[config.mk]
export PLATFORM = sky130hd
export DESIGN_NAME = add_pipe_flat
export DESIGN_NICKNAME = d
export VERILOG_FILES = /design/src/rtl/add_pipe_pkg.sv /design/src/rtl/add_pipe_if.sv /design/src/rtl/add_pipe_cla_chunk.sv /design/src/rtl/add_pipe.sv /design/src/flat_wrapper.sv
export SDC_FILE = /design/constraint.sdc
export NUM_CORES = 1
export LEC_CHECK = 0
export CORE_ASPECT_RATIO = 0.9
export CORE_UTILIZATION = 45
export CTS_BUF_LIST = sky130_fd_sc_hd__clkbuf_2
export DETAILED_ROUTE_END_ITERATION = 12
export GPL_ROUTABILITY_DRIVEN = 0
export PLACE_DENSITY = 0.7
export REMOVE_ABC_BUFFERS = 1
export SLEW_MARGIN = 20
export SYNTH_ARGS = -nofsm -noshare
export SYNTH_HDL_FRONTEND = slang
export SYNTH_SLANG_ARGS = --single-unit
[constraint.sdc]
create_clock -name clk -period 11.99 [get_ports clk]
set_clock_uncertainty 0.1 [all_clocks]
set_input_delay 1.7985 -clock clk [delete_from_list [all_inputs] [get_ports clk]]
set_output_delay 1.7985 -clock clk [all_outputs]
set_load 0.01 [all_outputs]
[src/rtl/add_pipe_pkg.sv]
// add_pipe_pkg: shared definitions for the pipelined adder/subtractor.
//   op_e        - operation encoding on op_sub (OP_ADD / OP_SUB).
//   split_legal - elaboration-time check that a WIDTH/CHUNK split is buildable.
package add_pipe_pkg;

  typedef enum logic {
    OP_ADD = 1'b0,
    OP_SUB = 1'b1
  } op_e;

  // WIDTH must divide into CHUNK slices, and CHUNK must divide into 4-bit
  // lookahead groups. At least two stages are needed for the skew chain.
  function automatic logic split_legal(input int width, input int chunk);
    return (chunk >= 4) && ((chunk % 4) == 0) && ((width % chunk) == 0) &&
           ((width / chunk) >= 2);
  endfunction

endpackage

[src/rtl/add_pipe_if.sv]
// add_pipe_if: operand/result handshake bundle for add_pipe.
//   master - producer/consumer side (drives operands and out_ready).
//   slave  - the adder (drives in_ready and the result).
interface add_pipe_if #(
  parameter int WIDTH = 64
);
  logic             in_valid;
  logic             in_ready;
  logic [WIDTH-1:0] a;
  logic [WIDTH-1:0] b;
  logic             op_sub;
  logic             cin;
  logic             out_valid;
  logic             out_ready;
  logic [WIDTH-1:0] sum;
  logic             cout;
  logic             ovf;
  logic             zero;

  modport master (
    output in_valid, a, b, op_sub, cin, out_ready,
    input  in_ready, out_valid, sum, cout, ovf, zero
  );

  modport slave (
    input  in_valid, a, b, op_sub, cin, out_ready,
    output in_ready, out_valid, sum, cout, ovf, zero
  );
endinterface

[src/rtl/add_pipe_cla_chunk.sv]
// cla_chunk: combinational W-bit carry-lookahead adder built from 4-bit
// lookahead groups with a group-level lookahead on top.
//   a, b, cin - operands and carry-in
//   sum, cout - W-bit result and carry out of the MSB
//   c_msb_in  - carry into the MSB (for signed overflow)
//   grp_g/p   - block generate/propagate of the whole slice
module cla_chunk #(
  parameter int W = 16
) (
  input  logic [W-1:0] a,
  input  logic [W-1:0] b,
  input  logic         cin,
  output logic [W-1:0] sum,
  output logic         cout,
  output logic         c_msb_in,
  output logic         grp_g,
  output logic         grp_p
);
  localparam int NG = W / 4;

  logic [W-1:0]  gen_s;
  logic [W-1:0]  prop_s;
  logic [W-1:0]  carry_s;
  logic [NG-1:0] gg_s;
  logic [NG-1:0] gp_s;
  logic [NG:0]   gc_s;

  // Bit generate/propagate and 4-bit group generate/propagate terms.
  always_comb begin
    gen_s  = a & b;
    prop_s = a ^ b;
    gg_s   = '0;
    gp_s   = '0;
    for (int g = 0; g < NG; g++) begin
      gg_s[g] = gen_s[4*g+3]
              | (prop_s[4*g+3] & gen_s[4*g+2])
              | (prop_s[4*g+3] & prop_s[4*g+2] & gen_s[4*g+1])
              | (prop_s[4*g+3] & prop_s[4*g+2] & prop_s[4*g+1] & gen_s[4*g]);
      gp_s[g] = &prop_s[4*g+3 -: 4];
    end
  end

  // Group-level lookahead: carry into each group plus the slice-wide G/P.
  always_comb begin
    gc_s    = '0;
    gc_s[0] = cin;
    grp_g   = gg_s[0];
    grp_p   = gp_s[0];
    for (int g = 0; g < NG; g++) begin
      gc_s[g+1] = gg_s[g] | (gp_s[g] & gc_s[g]);
    end
    for (int g = 1; g < NG; g++) begin
      grp_g = gg_s[g] | (gp_s[g] & grp_g);
      grp_p = gp_s[g] & grp_p;
    end
  end

  // Per-bit carries inside each group, expanded so no carry ripples within a group.
  always_comb begin
    carry_s = '0;
    for (int g = 0; g < NG; g++) begin
      carry_s[4*g]   = gc_s[g];
      carry_s[4*g+1] = gen_s[4*g] | (prop_s[4*g] & gc_s[g]);
      carry_s[4*g+2] = gen_s[4*g+1]
                     | (prop_s[4*g+1] & gen_s[4*g])
                     | (prop_s[4*g+1] & prop_s[4*g] & gc_s[g]);
      carry_s[4*g+3] = gen_s[4*g+2]
                     | (prop_s[4*g+2] & gen_s[4*g+1])
                     | (prop_s[4*g+2] & prop_s[4*g+1] & gen_s[4*g])
                     | (prop_s[4*g+2] & prop_s[4*g+1] & prop_s[4*g] & gc_s[g]);
    end
    sum      = prop_s ^ carry_s;
    cout     = gc_s[NG];
    c_msb_in = carry_s[W-1];
  end

endmodule

[src/rtl/add_pipe.sv]
// add_pipe: pipelined adder/subtractor resolving one CHUNK-bit slice per stage.
//   clk, rst - clock and asynchronous active-high reset
//   bus      - add_pipe_if.slave: in_valid/in_ready/a/b/op_sub/cin in,
//              out_valid/out_ready/sum/cout/ovf/zero out
// Latency is NSTG cycles; one operation per cycle while the output drains.
module add_pipe
  import add_pipe_pkg::*;
#(
  parameter int WIDTH = 64,
  parameter int CHUNK = 16
) (
  input  logic      clk,
  input  logic      rst,
  add_pipe_if.slave bus
);
  localparam int NSTG = WIDTH / CHUNK;

  if (!split_legal(WIDTH, CHUNK)) begin : g_bad_split
    $error("add_pipe: illegal WIDTH/CHUNK split");
  end

  logic             en_s;
  logic [WIDTH-1:0] b_cond_s;
  logic             c0_s;

  // Operands still to be added are kept right-justified, so every stage adds
  // bits [CHUNK-1:0] of its source and shifts the rest down by one slice.
  // Finished slices enter the result at the top and shift down, so after the
  // last stage slice 0 sits at the bottom.
  logic [WIDTH-1:0] a_skew_r [NSTG];
  logic [WIDTH-1:0] b_skew_r [NSTG];
  logic [WIDTH-1:0] res_r    [NSTG];
  logic [NSTG-1:0]  valid_r;
  logic [NSTG-1:0]  carry_r;
  logic [NSTG-1:0]  zero_r;
  logic             ovf_r;

  logic [WIDTH-1:0] src_a_s   [NSTG];
  logic [WIDTH-1:0] src_b_s   [NSTG];
  logic [WIDTH-1:0] src_res_s [NSTG];
  logic [NSTG-1:0]  src_c_s;
  logic [NSTG-1:0]  src_z_s;
  logic [NSTG-1:0]  src_v_s;

  logic [CHUNK-1:0] stage_sum_s [NSTG];
  logic [NSTG-1:0]  stage_cout_s;
  logic [NSTG-1:0]  stage_cmsb_s;
  logic [NSTG-1:0]  stage_g_s;
  logic [NSTG-1:0]  stage_p_s;

  // Stall only when a result is waiting and nobody takes it.
  always_comb begin
    en_s = !(valid_r[NSTG-1] && !bus.out_ready);
  end

  // Subtraction is A + ~B + 1; cin then acts as borrow-in.
  always_comb begin
    if (bus.op_sub == OP_SUB) begin
      b_cond_s = ~bus.b;
    end else begin
      b_cond_s = bus.b;
    end
    c0_s = bus.cin ^ bus.op_sub;
  end

  // Stage sources: stage 0 takes the conditioned inputs, later stages the previous stage.
  always_comb begin
    src_a_s[0]   = bus.a;
    src_b_s[0]   = b_cond_s;
    src_res_s[0] = '0;
    src_c_s      = '0;
    src_z_s      = '0;
    src_v_s      = '0;
    src_c_s[0]   = c0_s;
    src_z_s[0]   = 1'b1;
    src_v_s[0]   = bus.in_valid;
    for (int k = 1; k < NSTG; k++) begin
      src_a_s[k]   = a_skew_r[k-1];
      src_b_s[k]   = b_skew_r[k-1];
      src_res_s[k] = res_r[k-1];
      src_c_s[k]   = carry_r[k-1];
      src_z_s[k]   = zero_r[k-1];
      src_v_s[k]   = valid_r[k-1];
    end
  end

  for (genvar k = 0; k < NSTG; k++) begin : g_stage
    cla_chunk #(.W(CHUNK)) u_cla (
      .a        (src_a_s[k][CHUNK-1:0]),
      .b        (src_b_s[k][CHUNK-1:0]),
      .cin      (src_c_s[k]),
      .sum      (stage_sum_s[k]),
      .cout     (stage_cout_s[k]),
      .c_msb_in (stage_cmsb_s[k]),
      .grp_g    (stage_g_s[k]),
      .grp_p    (stage_p_s[k])
    );
  end

  // Advance every stage register together; everything holds during a stall.
  always_ff @(posedge clk or posedge rst) begin
    if (rst) begin
      valid_r <= '0;
      carry_r <= '0;
      zero_r  <= '0;
      ovf_r   <= 1'b0;
      for (int k = 0; k < NSTG; k++) begin
        a_skew_r[k] <= '0;
        b_skew_r[k] <= '0;
        res_r[k]    <= '0;
      end
    end else if (en_s) begin
      valid_r <= src_v_s;
      // Only the top slice's carries describe signed overflow of the full word.
      ovf_r   <= stage_cmsb_s[NSTG-1] ^ stage_cout_s[NSTG-1];
      for (int k = 0; k < NSTG; k++) begin
        a_skew_r[k] <= src_a_s[k] >> CHUNK;
        b_skew_r[k] <= src_b_s[k] >> CHUNK;
        res_r[k]    <= {stage_sum_s[k], src_res_s[k][WIDTH-1:CHUNK]};
        // Carry mux: the slice carry-out from its block generate/propagate.
        carry_r[k]  <= stage_g_s[k] | (stage_p_s[k] & src_c_s[k]);
        zero_r[k]   <= src_z_s[k] & (stage_sum_s[k] == '0);
      end
    end
  end

  assign bus.in_ready  = en_s;
  assign bus.out_valid = valid_r[NSTG-1];
  assign bus.sum       = res_r[NSTG-1];
  assign bus.cout      = carry_r[NSTG-1];
  assign bus.ovf       = ovf_r;
  assign bus.zero      = zero_r[NSTG-1];

endmodule

[src/flat_wrapper.sv]
// flat-port wrapper written by rule: the top's interface ports become plain ports
module add_pipe_flat import add_pipe_pkg::*;
#(
  parameter int WIDTH = 64,
  parameter int CHUNK = 16
)
  (clk, rst, bus_in_valid, bus_a, bus_b, bus_op_sub, bus_cin, bus_out_ready, bus_in_ready, bus_out_valid, bus_sum, bus_cout, bus_ovf, bus_zero);
  add_pipe_if #(.WIDTH(WIDTH)) bus_i ();
  input  logic clk;
  input  logic rst;
  input wire logic [$bits(bus_i.in_valid)-1:0] bus_in_valid;
  input wire logic [$bits(bus_i.a)-1:0] bus_a;
  input wire logic [$bits(bus_i.b)-1:0] bus_b;
  input wire logic [$bits(bus_i.op_sub)-1:0] bus_op_sub;
  input wire logic [$bits(bus_i.cin)-1:0] bus_cin;
  input wire logic [$bits(bus_i.out_ready)-1:0] bus_out_ready;
  output wire logic [$bits(bus_i.in_ready)-1:0] bus_in_ready;
  output wire logic [$bits(bus_i.out_valid)-1:0] bus_out_valid;
  output wire logic [$bits(bus_i.sum)-1:0] bus_sum;
  output wire logic [$bits(bus_i.cout)-1:0] bus_cout;
  output wire logic [$bits(bus_i.ovf)-1:0] bus_ovf;
  output wire logic [$bits(bus_i.zero)-1:0] bus_zero;
  assign bus_i.in_valid = bus_in_valid;
  assign bus_i.a = bus_a;
  assign bus_i.b = bus_b;
  assign bus_i.op_sub = bus_op_sub;
  assign bus_i.cin = bus_cin;
  assign bus_i.out_ready = bus_out_ready;
  assign bus_in_ready = bus_i.in_ready;
  assign bus_out_valid = bus_i.out_valid;
  assign bus_sum = bus_i.sum;
  assign bus_cout = bus_i.cout;
  assign bus_ovf = bus_i.ovf;
  assign bus_zero = bus_i.zero;
  add_pipe #(.WIDTH(WIDTH), .CHUNK(CHUNK)) u_core (.clk(clk), .rst(rst), .bus(bus_i));
endmodule
=== Yosys cells after proc, flatten, opt, wreduce, memory -nomap -nowiden ===
Index checks and enable logic that the tools add are counted.

* Multiplexer cells: 1
* Bitwise gates (word level): 456
* Reductions and logical operators: 23

{| class="wikitable"
|+ Operators by type and width
! kind !! number
|-
| $and 1x1->1 || 268
|-
| $or 1x1->1 || 173
|-
| $xor 16x16->16 || 8
|-
| $and 16x16->16 || 4
|-
| $logic_not 16->1 || 4
|-
| $mux 64 || 1
|-
| $not 64->64 || 1
|-
| $reduce_and 4->1 || 16
|-
| $logic_not 1->1 || 2
|-
| $xor 1x1->1 || 2
|-
| $logic_and 1x1->1 || 1
|}

* Flip-flop bits (word level): 365
* Input port bits: 134

=== Logic depth before layout (Yosys ltp) ===
* Depth after elaboration: 16
* Mapped depth: 18
* Gate-level depth less buffers: 16

=== Cells and area by module ===
Synthesis repeated with hierarchy kept, for this count alone.

* Cell total of the unflattened synthesis: 2066
* Area, all modules: 18161.2 um^2

{| class="wikitable"
|+ By module, submodules not included
! module !! instances !! cells an instance !! area each (um^2) !! seq. area each (um^2)
|-
| add_pipe || 1 || 1646 || 14919.3 || 9133.8
|-
| cla_chunk at u_core.g_stage[0].u_cla ... || 3 || 105 || 813.3 || 0.0
|-
| cla_chunk at u_core.g_stage[3].u_cla || 1 || 105 || 802.0 || 0.0
|}

=== Worst setup path before layout ===
OpenSTA, ideal clock, no wires.

* Path kind: input to register
* Start: input port bus_op_sub
* End: register u_core.zero_r[0]
* Arrival: 5.734 ns
* Required time: 11.814 ns
* Slack: 6.080 ns
* Stages on the path: 18
* Path buffers: 2
* Path through: clkbuf_1 > clkbuf_1 > xor2_1 > ha_1 > and3_1 > a22o_1 > or4_1 > a31oi_2 > nor2_1 > nor2_1 > nor2b_1 > nor2_1 > fa_1 > xor2_1 > nand2_1 > a2111o_1 > a211o_1 > o21ai_1

* Word-level cells in the longest chain between the ends: 15
* Elaborated cells on any way between the ends: 99
* Those cells by class: mux: 1; bitwise: 94; reduce/logical: 4

{| class="wikitable"
|+ Ends and longest elaborated chain
! item !! line !! RTL
|-
| start: declaration || flat_wrapper.sv:14 || <nowiki>input wire logic [$bits(bus_i.op_sub)-1:0] bus_op_sub;</nowiki>
|-
| $mux 64 || add_pipe.sv:58 || <nowiki>if (bus.op_sub == OP_SUB) begin</nowiki>
|-
| $xor 16x16->16 / $and 16x16->16 (equally long branches) || add_pipe_cla_chunk.sv:31, add_pipe_cla_chunk.sv:30 ||
|-
| $and 1x1->1 (on tied branches) || add_pipe_cla_chunk.sv:36, add_pipe_cla_chunk.sv:37, add_pipe_cla_chunk.sv:38 ||
|-
| $or 1x1->1 (tied with other cells) || add_pipe_cla_chunk.sv:36 || <nowiki>| (prop_s[4*g+3] & gen_s[4*g+2])</nowiki>
|-
| $or 1x1->1 / $and 1x1->1 (equally long branches) || add_pipe_cla_chunk.sv:37, add_pipe_cla_chunk.sv:38 ||
|-
| $or 1x1->1 || add_pipe_cla_chunk.sv:38 || <nowiki>| (prop_s[4*g+3] & prop_s[4*g+2] & prop_s[4*g+1] & gen_s[4*g]);</nowiki>
|-
| $or 1x1->1 || add_pipe_cla_chunk.sv:50 || <nowiki>gc_s[g+1] = gg_s[g] | (gp_s[g] & gc_s[g]);</nowiki>
|-
| $and 1x1->1 || add_pipe_cla_chunk.sv:50 ||
|-
| $or 1x1->1 || add_pipe_cla_chunk.sv:50 ||
|-
| $and 1x1->1 || add_pipe_cla_chunk.sv:50 ||
|-
| $or 1x1->1 || add_pipe_cla_chunk.sv:50 ||
|-
| $and 1x1->1 (on tied branches) || add_pipe_cla_chunk.sv:63, add_pipe_cla_chunk.sv:66, add_pipe_cla_chunk.sv:70 ||
|-
| $or 1x1->1 (on tied branches) || add_pipe_cla_chunk.sv:63, add_pipe_cla_chunk.sv:66, add_pipe_cla_chunk.sv:70 ||
|-
| $xor 16x16->16 * || add_pipe_cla_chunk.sv:72 || <nowiki>sum = prop_s ^ carry_s;</nowiki>
|-
| $logic_not 16->1 * || add_pipe.sv:122 || <nowiki>zero_r[k] <= src_z_s[k] & (stage_sum_s[k] == '0);</nowiki>
|-
| end signal: indexed assignment || add_pipe.sv:122 ||
|-
| end: declaration || add_pipe.sv:35 || <nowiki>logic [NSTG-1:0] zero_r;</nowiki>
|}

Every way passes the cells marked *; elsewhere a longest branch is shown, timed or not.
A chain may end at the register's enable or synchronous reset.

=== Worst setup path after layout ===
* Start: input port bus_out_ready
* End: output port bus_in_ready

* Word-level cells in the longest chain between the ends: 3

{| class="wikitable"
|+ Ends and longest elaborated chain
! item !! line !! RTL
|-
| start: declaration || flat_wrapper.sv:16 || <nowiki>input wire logic [$bits(bus_i.out_ready)-1:0] bus_out_ready;</nowiki>
|-
| $logic_not 1->1 || add_pipe.sv:53 || <nowiki>en_s = !(valid_r[NSTG-1] && !bus.out_ready);</nowiki>
|-
| $logic_and 1x1->1 || add_pipe.sv:53 ||
|-
| $logic_not 1->1 || add_pipe.sv:53 ||
|-
| end: declaration || flat_wrapper.sv:17 || <nowiki>output wire logic [$bits(bus_i.in_ready)-1:0] bus_in_ready;</nowiki>
|}

Every way passes these cells.

==> metrics.csv <==
metric;value;unit
critical path class;input pin to primary output;
DRT antenna net count;0;
CP arrival;3.69;ns
number of synthesized flops with an enable pin;0;
unrepaired setup endpoints after global routing;false;
layout cells sized above 1;7.69;%
clk_lat worst skew;0.97;ns
Slew HR;35.9;%
leakage power;10.0;nW
dpl hpwl;24.1;mm
#FFs+latches synth;365;
chip height;188;um
status;finished clean;
Highest Clock Rate;179;MHz
Setup Slack @ Placement;5.82;ns
sequential power share;40.6;%
post-synth top area share;52.7;%
Final min period;5.58;ns
top-count cell post-synth;nand2_1;
Final setup violation count;0;
Root Buffer;clkbuf_2;
DRC;0;
# Post-CTS Setup Buffers;0;
Starting Density;46.1;%
first-pass GRT wire length;63.1;mm
crit path launch type;input pin;
Area Growth Syn to Fin;16.1;%
sw frac;39.9;%
vias in the first global route;13250;
via count;12911;
top post-synthesis cells by area;dfrtp_1 53%, nand2_1 18%, ha_1 4.6%;
Mapped Avg Cell Area;8.95;um^2
Top FF cell, synth;dfrtp_1;
area leader, netlist;dfrtp_1;
number of buffers and inverters on the critical path;3;
initial antenna violation count;4;
Yosys cell types;60;
period utilization;46.6;%
Setup TNS Final;0;ns
fin cells;2645;
Hold Fails Final Rpt;0;
clock power share;16.3;%
Comb pwr share;43.0;%
Hold Buf Count CTS;0;
pin count of the biggest net entering global routing;210;
Worst Tran Pin Value;0.961;ns
CP max stage cell;clkdlybuf4s50_1;
DR WL/cell;13.9;um
row cnt;67;
max-cap violations;0;
# resized after CTS;0;
final WL;36.6;mm
switching power;2.05;mW
Cell Pwr Density;255;nW/um^2
worst path cell trace;clkdlybuf4s50_1 -> nor2b_4 -> inv_8 -> clkdlybuf4s50_1;
Port Buf Inserts;202;
clock-pin slew on the worst setup and hold paths;0.09;ns
GRT Overall Usage;19.5;%
setup ws final;6.41;ns
most used cell, CP;clkdlybuf4s50_1;
1st-pass router iterations;7;
async set-or-reset flop fraction in the synthesized netlist;100;%
Die X;209;um
peak supply drop;162;uV
synthesized cell area;17300;um^2
I/O Pins;203;
worst path required time;10.09;ns
placed cell count;2479;
top post-synthesis cells by count;852 x nand2_1, 365 x dfrtp_1, 85 x clkbuf_1, 79 x o21ai_0, 74 x xnor2_1;
CTS sink cnt;365;
DRT iter0 DRCs;711;
TritonCTS buffer count;93;
htree depth;3;
Cells after Synth;1937;
Pint;3.08;mW
TritonCTS clock tree;yes;
Util after Layout;53.5;%
Hold Crit Class;register to register;
Power, Total;5.13;mW
Clock Path Buffers;3;
Top delay family on crit path;buffers and inverters;
Worst Setup End Kind;primary output;
Seq/Total Area, Yosys;52.7;%
total grt overflow;0;
Yosys Warn Count;0;
count of pins over their slew limit;0;
vias per cell;4.88;
die area;39300;um^2
critical path's largest stage delay;0.58;ns
nets@finish;2306;
worst-path fanout max;109;
core region area;37600;um^2
[state kept, by name, summed over array words and instances, names as in the netlist]
signal / flops
u_core.a_skew_r: 96
u_core.res_r: 96
u_core.bus.sum: 64
u_core.valid_r: 4
u_core.zero_r: 4
u_core.bus.ovf: 1
u_core.b_skew_r: 96
u_core.carry_r: 4
[worst register-to-register path, delay by kind of cell (launching register included)]
kind | cells | cell delay, ns
and+or+nand+nor | 6 | 1.21
xor gates and xnor gates | 1 | 0.29
DFF | 1 | 0.40
AOI/OAI and AO/OA | 6 | 1.42
adders and majority gates | 2 | 0.82
[cell type report]
cell class                      count  area (um^2)
Sequential cell                   365         9130
Clock buffer                      130          651
Timing Repair Buffer              212         2140
Fill cell                        3494        17500
Multi-Input combinational cell   1392         7300
Inverter                           28          120
Clock inverter                     31          181
Tap cell                          483          604
Antenna cell                        4         10.0
[power by group through the flow]
stage | combinational [mW] | clock, mW | sequential (mW)
finish | 2.21 | 0.838 | 2.08
global route | 2.52 | 0.940 | 2.15
CTS | 2.24 | 0.875 | 2.09
detailed placement | 2.22 | 0 | 2.11
global placement | 2.16 | 0 | 2.09
floorplan | 1.62 | 0 | 2.09
[per-stage QoR]
step | hold slack [ns] | instance area, um^2
2_1_floorplan | 0.330 | 16500
3_3_place_gp | 0.348 | 19300
3_5_place_dp | 0.355 | 19300
4_1_cts | 0.355 | 20100
5_1_grt | 0.385 | 20100
6_report | 0.359 | 20100
[per-layer routing]
metal | vias up | part of all wire [%] | GRT usage (%)
li1 | 6495 | - | -
met1 | 6121 | 47 | 26.5
met2 | 238 | 47 | 30.6
met3 | 57 | 3.8 | 4.18
met4 | 0 | 2.1 | 7.44
met5 | - | 0 | 0
[worst paths after layout]
check / start / to / slack, ns / cells after the start
hold reg to reg: u_core.b_skew_r[231] / u_core.b_skew_r[151] / 0.36 / 2
hold / removal: u_core.b_skew_r[231] / u_core.b_skew_r[151] / 0.36 / 2
setup reg to reg: u_core.b_skew_r[67] / u_core.zero_r[3] / 7.69 / 15
max in group asynchronous: rst / u_core.bus.sum[45] / 8.44 / 5
min in group asynchronous: rst / u_core.bus.sum[15] / 1.29 / 2
setup / recovery: bus_out_ready / bus_in_ready / 6.41 / 4
[cells by family (layout without fill, tap and decap cells)]
kind of cell,Yosys count,in the layout,share of synthesized area (%)
AOI/OAI and AO/OA,216,216,7.73
DFF,365,365,52.7
xor gates and xnor gates,107,107,5.40
adders and majority gates,80,80,6.46
buffers and inverters,180,401,5.28
muxes,3,3,0.173
other,0,4,0
and+or+nand+nor,986,986,22.3
[cells in the final DEF, fill, tap and decap left out, drive strengths merged, types with 8 or more instances in the layout]
cell type and count:
clkdlybuf4s50 201, inv 31, o21ai 83, a21o 14, clkbuf 130, nor3 10
ha 64, dfrtp 365, a211oi 9, a21oi 59, nor2 66, nand2 852
xor2 33, buf 11, nand3 8, fa 16, clkinv 24, xnor2 74
(Power assumes the default switching activity.)
